===== config.mk =====
export PLATFORM = sky130hd
export DESIGN_NAME = demux_seq_driver
export DESIGN_NICKNAME = d
export VERILOG_FILES = /design/src/rtl/demux_seq_pkg.sv /design/src/rtl/demux_seq_dwell_cnt.sv /design/src/rtl/demux_seq_driver.sv
export SDC_FILE = /design/constraint.sdc
export NUM_CORES = 1
export LEC_CHECK = 0
export ABC_AREA = 1
export CAP_MARGIN = 20
export CORE_UTILIZATION = 40
export DETAILED_ROUTE_END_ITERATION = 7
export GPL_TIMING_DRIVEN = 1
export PLACE_DENSITY_LB_ADDON = 0.2
export SYNTH_ARGS = -nofsm -noshare
export SYNTH_HDL_FRONTEND = slang
export SYNTH_HIERARCHICAL = 1
export SYNTH_SLANG_ARGS = --single-unit

===== constraint.sdc =====
create_clock -name clk -period 1.5 [get_ports clk]
set_input_delay 0.3 -clock clk [delete_from_list [all_inputs] [get_ports clk]]
set_output_delay 0.3 -clock clk [all_outputs]
set_load 0.05 [all_outputs]

===== src/rtl/demux_seq_pkg.sv =====
// Shared types and constants for the 1-to-8 demux sequence driver.
package demux_seq_pkg;

  typedef enum logic [1:0] {
    IDLE = 2'd0,
    SEND = 2'd1,
    DONE = 2'd2
  } state_t;

  localparam int NUM_CH = 8;
  localparam int SEL_W  = 3;

endpackage


===== src/rtl/demux_seq_dwell_cnt.sv =====
// Per-channel dwell counter: flags the last cycle of each DWELL-cycle slot.
// Only instantiated when DEMUX_SEQ_DWELL_EN is defined.
module demux_seq_dwell_cnt #(
  parameter int DWELL = 4
) (
  input  logic clk,
  input  logic rst,
  input  logic clear,
  input  logic en,
  output logic slot_end
);

  localparam int CW = (DWELL > 1) ? $clog2(DWELL) : 1;

  logic [CW-1:0] cnt_reg;

  assign slot_end = (cnt_reg == CW'(DWELL - 1));

  // Wraps to zero on its own at slot end so consecutive slots need no extra clear.
  always_ff @(posedge clk) begin
    if (rst || clear) begin
      cnt_reg <= '0;
    end else if (en) begin
      cnt_reg <= slot_end ? '0 : cnt_reg + 1'b1;
    end
  end

endmodule


===== src/rtl/demux_seq_driver.sv =====
// Serialises an 8-bit word onto a 1-to-8 demux, channel 0 first, one bit per slot.
// Define DEMUX_SEQ_DWELL_EN to hold each channel for DWELL cycles instead of one.
module demux_seq_driver
  import demux_seq_pkg::*;
#(
  parameter int DWELL = 4
) (
  input  logic             clk,
  input  logic             rst,
  input  logic [7:0]       din,
  input  logic             din_valid,
  output logic             din_ready,
  output logic             D,
  output logic [SEL_W-1:0] sel,
  output logic             EN,
  output logic             busy,
  output logic             done
);

  localparam logic [SEL_W-1:0] LAST_CH = SEL_W'(NUM_CH - 1);

  if (DWELL < 1) begin : g_illegal_dwell
    $error("demux_seq_driver: DWELL must be at least 1");
  end

  state_t             state_reg;
  logic [NUM_CH-1:0]  word_reg;
  logic               d_reg;
  logic [SEL_W-1:0]   sel_reg;
  logic [SEL_W-1:0]   sel_next;
  logic               en_reg;
  logic               busy_reg;
  logic               done_reg;
  logic               accept;
  logic               slot_end;

  assign din_ready = (state_reg == IDLE);
  assign accept    = din_valid && din_ready;
  assign sel_next  = sel_reg + 1'b1;

  assign D    = d_reg;
  assign sel  = sel_reg;
  assign EN   = en_reg;
  assign busy = busy_reg;
  assign done = done_reg;

`ifdef DEMUX_SEQ_DWELL_EN
  demux_seq_dwell_cnt #(
    .DWELL (DWELL)
  ) u_dwell_cnt (
    .clk      (clk),
    .rst      (rst),
    .clear    (accept),
    .en       (state_reg == SEND),
    .slot_end (slot_end)
  );
`else
  assign slot_end = 1'b1;
`endif

  always_ff @(posedge clk) begin
    if (rst) begin
      state_reg <= IDLE;
      word_reg  <= '0;
      d_reg     <= 1'b0;
      sel_reg   <= '0;
      en_reg    <= 1'b0;
      busy_reg  <= 1'b0;
      done_reg  <= 1'b0;
    end else begin
      case (state_reg)
        IDLE: begin
          if (accept) begin
            word_reg  <= din;
            d_reg     <= din[0];
            sel_reg   <= '0;
            en_reg    <= 1'b1;
            busy_reg  <= 1'b1;
            state_reg <= SEND;
          end
        end
        SEND: begin
          // sel and D only move on slot boundaries; channel 7 ends the word without wrapping.
          if (slot_end) begin
            if (sel_reg == LAST_CH) begin
              en_reg    <= 1'b0;
              d_reg     <= 1'b0;
              sel_reg   <= '0;
              done_reg  <= 1'b1;
              state_reg <= DONE;
            end else begin
              sel_reg <= sel_next;
              d_reg   <= word_reg[sel_next];
            end
          end
        end
        DONE: begin
          done_reg  <= 1'b0;
          busy_reg  <= 1'b0;
          state_reg <= IDLE;
        end
        default: begin
          state_reg <= IDLE;
          en_reg    <= 1'b0;
          busy_reg  <= 1'b0;
          done_reg  <= 1'b0;
        end
      endcase
    end
  end

endmodule

==> impl_summary.md, run 1 <==
Synth
The per-instance average area after synthesis is 7.60 um^2. The gate count after technology mapping is 95. After synthesis the netlist holds a flip-flop and latch count of 17.

Of the post-synthesis cell area, the dominant cell type holds 0.471. The biggest area contributor in the post-synthesis netlist is dfxtp_1. In this run the cell area of the synthesized design comes to 722 um^2. Yosys attributes the largest share of cell area to dfxtp_1, nand2_1, inv_1. The synthesized netlist net count is 108. The post-synthesis sequential area ratio is 0.471.

The netlist uses 17 different library cells. Yosys printed 6 warnings.

STA
Setup repair after global routing left no endpoint under its margin. The actual slew at the worst max-slew pin is 0.290 ns. Clock skew on the completed layout was measured at 0.00564 ns. In the final timing run, aggregate negative setup slack is 0 ns. The worst hold margin is 0.461 ns.

Of the available clock period, the critical path in the final layout requires 0.865. The final number of max-transition violations is 0. The maximum frequency from static timing analysis is 0.771 GHz. The total count of hold-check failures in the final report is 0. The clock period could shrink to 1.30 ns.

Measured against its own limit, the worst slew margin works out to 0.805. Setup violations remaining at the end of the flow were counted as 0.

Routing
In the routed layout, each cell is associated on average with a via count of 4.67. Dividing the detail-routed wire length by the instance count gives 10.2 um. The total DRC errors in the routed layout is 0.

The final layout contains routed wiring with a total length of 1.44 mm. The via total after detailed routing is 658. The count of nets left with antenna violations once routing finished came out at 0. The first detailed-routing pass took 4 iterations.

The first routing iteration left 17 violations.

Worst setup path
The maximum fanout along the worst path is 5. The capture point of the worst path is din_ready. The startpoint-to-endpoint class of the critical path is reg -> out.

The cell at the slowest stage of the critical path is dfxtp_1. The arrival time at the worst endpoint is 1.00 ns. The startpoint of the worst setup timing path is state_reg[0]$_SDFFE_PP0P_. The data required time at the worst endpoint is 1.20 ns. On the worst path, the slowest cell contributes a delay of 0.38 ns. The worst flop-to-flop path startpoint is sel[0]$_SDFFE_PP0P_. The type of element capturing the critical path is an output port. The terminus of the critical flop-to-flop path is sel[0]$_SDFFE_PP0P_. The worst setup path is launched from a flip-flop. The critical path goes through nor2_4 > buf_12.

The register-to-register setup slack is 0.21 ns. Measured in cells, the most critical reg-to-reg path has a length of 5.

CTS
Gates resized during post-CTS repair numbered 0. The clock tree from TritonCTS is built. In this run the clock root is driven by a clkbuf_4. In this run the number of H-tree levels came out at 1. No sink is reached through more buffers than the 2 on the longest clock path. The number of clock buffers inserted by TritonCTS is 3. After clock tree synthesis, the clock-pin slew on the worst setup and hold paths is 0.10 ns.

The number of post-CTS setup repair buffers is 0. The hold buffer count at CTS is 0. The insertion delay to the later sink of the worst-skew pair is 0.29 ns. For this design, the sink count on the clock tree is 17.

Floorplanning
The die height is 44.5 um. The die is 44.5 um wide. The core region is 1590 um^2.

The number of primary I/O pins is 19. The cell row count is 14. The die covers 1980 um^2. The starting density of the core is 0.453.

Global routing
The number of global-route vias before repair is 606. The largest net degree at the start of global routing is 16. The first global-routing pass estimated 2.49 mm of wire.

In the global route stage, overall resource usage came out at 0.174. The initial antenna violation count came to 0. For this run the aggregate overflow at the end of global routing stands at 0.

Placed design
The number of cells in the design after placement is 137. The post-detailed-placement half-perimeter wirelength is 1.09 mm. The count of buffers from port buffering is 18. At the end of routability-driven placement, the weighted congestion stood at 0.801.

Layout
In the layout the commonest cells are nand2_1, dfxtp_1, inv_1. The register with the most flip-flops in the layout has 8 of them. The final layout net count is 131. The synthesis-to-finish area growth is 43.7%.

The number of antenna cells inserted is 0. The share of layout cells above drive strength 1 is 0.171. The commonest non-fill, non-tap cell in the layout is nand2_1.

The filler-free cell count of the finished design is 141.

Flow run
The count of max-cap constraint violations is 0.

Power
Power comes to 1.04 mW. In this run the static leakage power is 0.449 nW. Dividing total power by cell area gives a power density of 1010 nW/um^2. The worst supply voltage drop on vdd is 620 uV.

Worst hold path
The path class of the tightest hold or removal check is reg -> reg.

Status
The run finished with clean final reports.
-- stage by stage --
step	util	worst slack (ns)	area, um^2
floorplan	-	0.0421	723
global placement	0.633	0.0521	1010
detailed placement	0.633	0.0159	1010
CTS	0.651	0.196	1040
global route	0.651	0.0864	1040
finish	0.651	0.203	1040
-- worst min-delay path by stage --
stage	from	endpoint	slack, ns	cells past startpoint
6_report	word_reg[5]$_SDFFE_PP0P_	word_reg[5]$_SDFFE_PP0P_	0.46	2
2_1_floorplan	rst	D$_SDFFE_PP0P_	0.36	1
3_5_place_dp	word_reg[7]$_SDFFE_PP0P_	word_reg[7]$_SDFFE_PP0P_	0.45	2
5_1_grt	word_reg[2]$_SDFFE_PP0P_	word_reg[2]$_SDFFE_PP0P_	0.50	2
3_3_place_gp	word_reg[7]$_SDFFE_PP0P_	word_reg[7]$_SDFFE_PP0P_	0.44	2
4_1_cts	word_reg[5]$_SDFFE_PP0P_	word_reg[5]$_SDFFE_PP0P_	0.47	2
-- synthesized netlist by cell type --
master,instances
inv_2,2
inv_1,13
nand2_4,1
buf_6,1
ha_1,2
nor2_2,1
nand3_1,8
nand2_1,21
o21ai_1,4
nor2_4,1
nor2_1,6
a22oi_1,1
a21oi_2,1
a211oi_1,1
a21oi_1,7
dfxtp_1,17
o21ai_0,8
-- power by group --
part	switching [mW]	internal (mW)	total (mW)
Sequential	0.0291	0.488	0.517
Combinational	0.150	0.128	0.279
Clock	0.149	0.0992	0.248
Total	0.328	0.715	1.04
-- kinds of logic (layout without fill, tap and decap cells) --
family,count (synthesis),after routing,synth area share
compound gates,22,22,0.165
fa+ha+maj,2,2,0.0347
buf+inv,16,38,0.0936
flops,17,17,0.471
simple gates,38,38,0.236
-- worst max-delay path, delay by kind of cell, from the launching register on --
family                 cells  cell delay, ns
flip-flops                 1            0.38
buffers and inverters      1            0.15
AND/OR/NAND/NOR            1            0.18
-- area by class of cell --
cell class,count,area [um^2]
Fill cell,151,557
Clock inverter,1,5.00
Tap cell,24,30.0
Inverter,15,56.3
Multi-Input combinational cell,62,314
Clock buffer,3,22.5
Timing Repair Buffer,19,268
Sequential cell,17,342
-- per-layer routing --
layer | GRT usage | up-vias | part of all wire
met5 | 0 | - | 0
met4 | 0.109 | 0 | 0.011
met3 | 0.0245 | 2 | 0.035
met2 | 0.268 | 12 | 0.45
met1 | 0.229 | 292 | 0.50
li1 | - | 352 | -
Power figures use the tool's default switching activity.
==> run 2: changes to the inputs <==
--- a/config.mk
+++ b/config.mk
@@ -6,7 +6,7 @@
 export NUM_CORES = 1
 export LEC_CHECK = 0
 export ABC_AREA = 1
-export CAP_MARGIN = 20
+export CAP_MARGIN = 10
 export CORE_UTILIZATION = 40
 export DETAILED_ROUTE_END_ITERATION = 7
 export GPL_TIMING_DRIVEN = 1
==> results of run 2 <==
Same layout as run 1: the final DEF is identical, and so are final timing and power.
==> run 3: changes to the inputs <==
--- a/config.mk
+++ b/config.mk
@@ -7,7 +7,7 @@
 export LEC_CHECK = 0
 export ABC_AREA = 1
 export CAP_MARGIN = 10
-export CORE_UTILIZATION = 40
+export CORE_UTILIZATION = 45
 export DETAILED_ROUTE_END_ITERATION = 7
 export GPL_TIMING_DRIVEN = 1
 export PLACE_DENSITY_LB_ADDON = 0.2
==> run 3 against run 2 <==
Count of clock-buffer cells in the layout rose by 1. Hold slack worse by 0.0031 ns. Non-clock buffer count unchanged. Sequential cell count did not move. First-iteration DRC count down 47%. Critical path type unchanged. Highest routed layer unchanged.
==> impl_summary.md, run 3 (synthesis results as in run 1) <==
Status
The run finished with clean final reports.

Routing
Summed over all nets, wire length on met2 after detailed routing comes to 575 um. The final antenna-violating net count is 0. The number of DRC markers after the initial detailed-route iteration is 9. The first detailed-routing pass took 4 iterations. The detailed-routed wire length on met3 is 43 um.

The detailed router placed 663 vias in this run. After detailed routing, the number of vias per cell comes to 4.98. The wire length the detailed router placed on met1 is 709 um.

After detailed routing, the average wire length per cell comes to 10.3 um. Wires add up to 1.37 mm. In the routed design, unresolved DRC markers number 0. The highest layer touched by signal routing is met4.

Worst setup path
STA puts the critical path data required time at 1.20 ns. The type of element capturing the critical path is an output port. Among all stages on the critical path, the largest delay is contributed by dfxtp_1. The worst flop-to-flop path startpoint is sel[0]$_SDFFE_PP0P_. The critical path goes through nor2_4 > buf_12.

In this run the critical register-to-register path is captured at sel[0]$_SDFFE_PP0P_. The kind of launch point of the worst setup path is a flip-flop. In this design, the stage delay of the slowest critical-path cell is 0.37 ns. The path depth of the worst reg2reg path is 5. Data on the critical path arrives at its endpoint at 1.01 ns.

Counting both buffers and inverters, the worst setup path holds a total of 1. On the critical path the largest part of the delay comes from flip-flops. The startpoint-to-endpoint class of the critical path is reg -> out. Of all nets on the critical path, the largest fanout is 5. In this run the register-to-register setup slack is 0.21 ns.

Global routing
The initial antenna violation count is 0. The overall fraction of global-route tracks in use is 0.183. The number of global-route vias before repair came to 590. After global routing the overflow that remains totals 0.

Entering global routing, the biggest net connects 16 pins. The global-route wire length before repair is 2.46 mm.

Power
The power density over cell area is 1020 nW/um^2. VDD sags by at most 595 uV. The analysis attributes to cell leakage a power of 0.446 nW. The total power consumption of the routed design is 1.05 mW.

STA
Setup repair after global routing left no endpoint under its margin. The actual slew at the worst max-slew pin is 0.291 ns. The maximum frequency from static timing analysis is 0.766 GHz. Measured against its own limit, the worst slew margin works out to 0.806. Setup violations remaining at the end of the flow were counted as 0. The total count of hold-check failures in the final report was 0. The share of the cycle needed by the critical path after routing is 0.871. The minimum clock period after layout is 1.31 ns.

Once routing completed, OpenROAD measured the worst setup slack at 0.194 ns. The clock arrives with 0.00111 ns of skew. Setup total negative slack on the finished layout was measured at 0 ns. The final number of max-transition violations is 0.

Worst hold path
The worst hold path passes through 2 cells. The end of the worst hold path is word_reg[2]$_SDFFE_PP0P_. The startpoint identified for the worst hold timing path is word_reg[2]$_SDFFE_PP0P_.

The path class of the tightest hold or removal check is reg -> reg.

Floorplanning
The starting density of the core is 0.479. 19 I/O pins were placed. The core region is 1510 um^2. Row generation in the floorplan step produced 14 rows. The floorplan die width is 42.1 um. The die covers 1770 um^2.

The die is 42.1 um tall.

Flow run
The count of max-cap constraint violations is 0.

Layout
Summing all non-filler instances in the final layout gives an area of 1030 um^2. The combined flip-flop and latch cell area is 342 um^2. The final layout net count is 131. The filler-free cell count of the finished design is 133. In the final layout, the multi-input gates occupy 314 um^2. Leaving out fill and tap cells, the most frequent cell in the layout is nand2_1. The filler cells instantiated in the layout total 127. In the final layout, the share of cells above drive strength 1 is 0.162. The top cell types in the final layout, fill and taps aside, are nand2_1, dfxtp_1, inv_1. The number of flip-flops in the largest register is 8. The number of antenna cells inserted is 0. The synthesis-to-finish area growth is 42.1%.

Placed design
The worst slack at placement is 0.0574 ns. The cell area reported after detailed placement is 1000 um^2. The post-detailed-placement half-perimeter wirelength is 1.01 mm. The number of cells in the design after placement is 129. The count of buffers from port buffering is 18. Routability-driven placement finished with a final weighted congestion of 0.790.

CTS
The number of H-tree levels is 1. The total number of clock tree sinks is 17. The number of clock buffers added by TritonCTS is 3.

The number of post-CTS setup repair buffers is 0. The cell at the root of the clock tree is clkbuf_4. The quantity of gates resized following cts is 0. TritonCTS built the clock tree. After clock tree synthesis, the clock-pin slew on the worst setup and hold paths is 0.10 ns. For this design, the CTS-stage hold fixing added 0 buffers. The insertion delay to the later sink of the worst-skew pair is 0.30 ns. The clock passes through at most 2 buffers.
==> run 3: through the flow <==
stage          utilization  hold slack (ns)
5_1_grt              0.681            0.476
3_3_place_gp         0.664            0.442
4_1_cts              0.681            0.462
2_1_floorplan            -            0.362
6_report             0.681            0.458
3_5_place_dp         0.664            0.448
==> run 3: worst max-delay path by stage <==
| stage | start | endpoint | slack (ns) | depth (start not counted) |
|---|---|---|---|---|
| floorplan | sel[1]$_SDFFE_PP0P_ | D$_SDFFE_PP0P_ | 0.04 | 6 |
| global placement | din_valid | D$_SDFFE_PP0P_ | 0.11 | 6 |
| detailed placement | din_valid | D$_SDFFE_PP0P_ | 0.06 | 6 |
| CTS | state_reg[0]$_SDFFE_PP0P_ | din_ready | 0.19 | 2 |
| global route | sel[0]$_SDFFE_PP0P_ | sel[0]$_SDFFE_PP0P_ | 0.06 | 5 |
| finish | state_reg[0]$_SDFFE_PP0P_ | din_ready | 0.19 | 2 |
==> run 3: layout make-up <==
class | instances | share of cell area
multi-input cells | 62 | 0.306
well taps | 16 | 0.0195
flip-flops and latches | 17 | 0.333
repair buffers | 19 | 0.261
inverters | 15 | 0.0549
clock buffers | 4 | 0.0256
==> run 3: worst min-delay path: stages, from the launching register on <==
cell	delay [ns]
dfxtp_1	0.31
inv_1	0.06
a21oi_1	0.05
==> run 3: metal layers <==
layer  global-route usage  vias to the layer above
li1                     -                      352
met4                0.131                        0
met3               0.0259                        5
met2                0.266                       13
met1                0.249                      293
met5                    0                        -
==> run 3: power breakdown <==
| group | switching, mW | total (mW) | internal (mW) |
|---|---|---|---|
| registers | 0.0290 | 0.517 | 0.488 |
| logic | 0.148 | 0.276 | 0.129 |
| clock network | 0.149 | 0.253 | 0.104 |
==> RTL edit 1: new RTL, settings of run 2 <==
The 3 states of `state_t` get a one-hot encoding in 3 bits.
--- a/src/rtl/demux_seq_pkg.sv
+++ b/src/rtl/demux_seq_pkg.sv
@@ -2,8 +2,8 @@
 package demux_seq_pkg;
 
-  typedef enum logic [1:0] {
-    IDLE = 2'd0,
-    SEND = 2'd1,
-    DONE = 2'd2
+  typedef enum logic [2:0] {
+    IDLE = 3'b001,
+    SEND = 3'b010,
+    DONE = 3'b100
   } state_t;
 
Function: no difference found for any inputs over 10 cycles, from zero or initial values and one cycle with rst high; not proved beyond that.
==> RTL edit 1 against run 2 <==
  * Wire length increased by 20%
  * Core utilization down 4.8 points
  * Clock skew is 0.0043 ns lower
  * Area after synthesis grew 15%
  * Total power grew 4.0%
  * Hold slack about the same
  * Worst setup slack worse by 0.13 ns
  * Final cell count increased by 12%
  * Final area grew 14%
  * Sequential cell count grew 1
  * Fmax shrank 9.3%
  * Via count rose by 13%
  * Critical endpoint unchanged
==> RTL edit 1: results (changes against run 2) <==
wire length on met1 = 740 um (+1.6%)
DR pass1 iterations = 3 (-1)
number of global-route vias before repair = 679 (+12%)
Compound-Gate Fraction of Synth Area = 14.98% (-1.5 points)
WL met3 = 45 um (-12%)
# fillers = 195 (+29%)
largest cells by area after synthesis = dfxtp_1 (44%), a21oi_1 (8.5%), nand2_1 (7.3%)
crit-path max FO = 4 (-1)
r2r setup slk = 0.19 ns (-0.02 ns)
cell internal pwr = 775.7 uW (+8.4%)
global-route wire length before repair = 2849 um (+14%)
Max Clock Skew = 0.001359 ns (-0.004280 ns)
Routed WL = 1729 um (+20%)
syn_nets = 119 (+10%)
largest net degree at the start of global routing = 17 (+1)
R2R Path Start = sel[1]
met2 wire len = 898 um (+39%)
Worst setup startpoint = state_reg[0]
cell count of the worst reg-to-reg path = 7 (+2)
R2R Path End = EN
WL/cell = 10.94 um (+6.9%)
Post-Synth Adder-Cell Area = 3.026% (-0.44 points)
layout cells sized above 1 = 25.19% (+8.1 points)
Leak = 0.5069 nW (+13%)
Worst Tran Pin Value = 0.2718 ns (-0.01845 ns)
Max VDD drop = 0.0006419 V (+3.6%)
hold worst-path end = word_reg[2]
Unique masters post-synth = 22 (+5)
nets@finish = 145 (+11%)
status = completed
WHS Path Cells = 2 (unchanged)
CP arrival = 1.13 ns (+0.13 ns)
worst hold margin = 0.4605 ns (-0.0003640 ns)
total track usage = 18.50% (+1.1 points)
Tmin final = 1.431 ns (+0.1337 ns)
post-DP HPWL = 1350 um (+24%)
min-delay src = word_reg[2]
sequential cell area fraction in the yosys report = 43.57% (-3.6 points)
Syn Area/Cell = 7.802 um2 (+2.7%)
pre-CTS WS = -0.09484 ns (-0.1107 ns)
Via density = 4.722 (+1.2%)
Max stage delay on crit path = 0.43 ns (+0.05 ns)
Initial DRC Count = 13 (-4)
Crit Path Class = reg -> out
top post-synthesis cells by count = dfxtp_1 (18), nand2_1 (16), a21oi_1 (14)
routability cong. = 0.7898 (-1.4%)
-- RTL edit 1: cell count changes in the layout (fill, tap and decap cells not counted), sizes merged, moves of 2 or more --
cell | before | now
a21oi | 8 | 15
buf | 9 | 14
inv | 15 | 20
nand2 | 22 | 18
nand3 | 8 | 10
o21ai | 12 | 9
-- RTL edit 1: layer usage --
layer / track usage [%] / up-vias
met5: 0 / -
met4: 8.571 / 0
met3: 2.264 / 5
met2: 31.23 / 14
met1: 23.43 / 342
li1: - / 385
-- RTL edit 1: cells by family (layout without fill, tap and decap cells) --
group                      Yosys count  after routing
DFF                                 18             18
adders and majority gates            2              2
buffers and inverters               23             48
and+or+nand+nor                     39             39
AOI/OAI and AO/OA                   24             24
-- RTL edit 1: metrics by stage --
| step | total power [mW] | instance area (um2) | TNS (ns) |
|---|---|---|---|
| floorplan | 0.6809 | 827.0 | 0 |
| global placement | 0.7834 | 1139 | -0.2163 |
| detailed placement | 0.7894 | 1139 | -0.5830 |
| CTS | 1.093 | 1175 | 0 |
| global route | 1.141 | 1182 | 0 |
| finish | 1.085 | 1182 | 0 |
-- RTL edit 1: worst max-delay path: cells and delay by family (launching register included) --
family | cells | cell delay, ns
simple gates | 1 | 0.14
flops | 1 | 0.43
buf+inv | 2 | 0.26
-- RTL edit 1: layout make-up --
cell class / instances / share of cell area (%)
repair buffers: 24 / 25.82
inverters: 20 / 6.561
flip-flops and latches: 18 / 30.48
clock buffers: 4 / 3.069
well taps: 27 / 2.857
multi-input cells: 65 / 31.22
-- RTL edit 1: power groups by stage --
stage	clock (mW)	sequential (mW)	combinational, mW
after floorplan	0	0.560	0.121
after global placement	0	0.538	0.245
after detailed placement	0	0.539	0.250
after CTS	0.313	0.528	0.251
after global routing	0.332	0.531	0.278
final	0.304	0.527	0.253
==> RTL edit 2: new RTL, settings of run 2 <==
Without the edit above. Build with the macro `DEMUX_SEQ_DWELL_EN` defined.
--- a/src/rtl/demux_seq_driver.sv
+++ b/src/rtl/demux_seq_driver.sv
@@ -1,4 +1,6 @@
 // Serialises an 8-bit word onto a 1-to-8 demux, channel 0 first, one bit per slot.
 // Define DEMUX_SEQ_DWELL_EN to hold each channel for DWELL cycles instead of one.
+`define DEMUX_SEQ_DWELL_EN
+
 module demux_seq_driver
   import demux_seq_pkg::*;
Behaviour: not the same (Yosys sat finds a counterexample within 4 cycles, from zero or initial values and one cycle with rst high).
==> RTL edit 2 against run 2 <==
  * Global-route usage about the same
  * Wire length up 32%
  * Worst setup slack got worse by 0.058 ns
  * Area after synthesis is 26% higher
  * Sequential share of layout area fell by 1.9 points
  * Clock power grew 4%
  * Final area rose by 19%
  * Sequential cell count grew 2
  * Fmax is 4.3% lower
  * Total power rose by 5.9%
  * Via count increased by 19%
  * Die area increased by 25%
  * Highest routed layer is now met3
==> RTL edit 2: results (changes against run 2) <==
number of global-route vias before repair = 773 (+28%)
WL/cell = 11.62 um (+13%)
M3 GR Usage = 5.556% (+3.1 points)
status = completed
syn_nets = 128 (+19%)
total track usage = 17.40% (-0.028 points)
Max VDD drop = 0.0007143 V (+15%)
Max stage delay on crit path = 0.52 ns (+0.14 ns)
CP arrival = 1.06 ns (+0.06 ns)
top post-synthesis cells by count = dfxtp_1 (19), nand2_1 (19), inv_1 (15)
met2 usage = 31.08% (+4.3 points)
routability cong. = 0.8488 (+6.0%)
post-DP HPWL = 1397 um (+28%)
Leak = 0.5125 nW (+14%)
worst relative slew slack = 78.91% (-1.6 points)
R2R Path End = D
sequential cell area fraction in the yosys report = 41.82% (-5.3 points)
Clk power = 259 uW (+4%)
Max Clock Skew = 0.003646 ns (-0.001993 ns)
global-route wire length before repair = 3277 um (+32%)
Comb pwr share = 25.8% (-0.9 points)
Initial DRC Count = 10 (-7)
Unique masters post-synth = 19 (+2)
r2r setup slk = 0.16 ns (-0.05 ns)
largest cells by area after synthesis = dfxtp_1 (42%), a21oi_2 (9.6%), nand2_1 (7.8%)
largest net degree at the start of global routing = 20 (+4)
nets@finish = 152 (+16%)
layout cells sized above 1 = 27.01% (+9.9 points)
cell internal pwr = 769.1 uW (+7.5%)
hold crit path type = reg -> reg
detailed-route via count = 781 (+19%)
## RTL edit 2: stage by stage
stage	setup slack, ns	total power [mW]	std cells	cell area, um2
4_1_cts	0.08835	1.113	164	1226
6_report	0.1443	1.104	164	1231
3_5_place_dp	-0.004926	0.8552	160	1200
3_3_place_gp	0.06611	0.8480	160	1200
5_1_grt	0.06731	1.161	164	1231
2_1_floorplan	0.02753	0.7466	114	910.9
## RTL edit 2: area by class of cell
cell class / count / share of cell area [%]
clock buffers: 4 / 2.134
inverters: 19 / 5.793
multi-input cells: 73 / 34.76
flip-flops and latches: 19 / 31.00
well taps: 27 / 2.744
repair buffers: 22 / 23.58
## RTL edit 2: timing repair
item                       4_1_cts  5_1_grt
setup endpoints to repair        0        1
gates resized for setup          0        1
hold endpoints to repair         0        0
## RTL edit 2: cell families after synthesis
| kind of cell | Yosys count | share of synthesized area (%) |
|---|---|---|
| flops | 19 | 41.82 |
| compound gates | 29 | 20.08 |
| buf+inv | 22 | 11.69 |
| simple gates | 41 | 22.28 |
| fa+ha+maj | 3 | 4.127 |
## RTL edit 2: worst min path at each step
stage | startpoint | to | slack (ns) | depth (start not counted)
floorplan | rst | sel[0] | 0.36 | 1
global placement | word_reg[4] | word_reg[4] | 0.45 | 2
detailed placement | word_reg[0] | word_reg[0] | 0.46 | 2
CTS | word_reg[5] | word_reg[5] | 0.47 | 2
global route | word_reg[4] | word_reg[4] | 0.49 | 2
finish | word_reg[5] | word_reg[5] | 0.47 | 2
## RTL edit 2: critical path, delay by kind of cell, from the launching register on
family                 cells  cell delay, ns
buffers and inverters      1            0.16
DFF                        1            0.52
and+or+nand+nor            1            0.08
## RTL edit 2: per-layer routing
metal	up-vias	share of wire, %	wire (um)
li1	412	-	-
met1	351	46	874
met2	18	49	931
met3	0	5.2	99
met4	0	0	0
met5	-	0	0
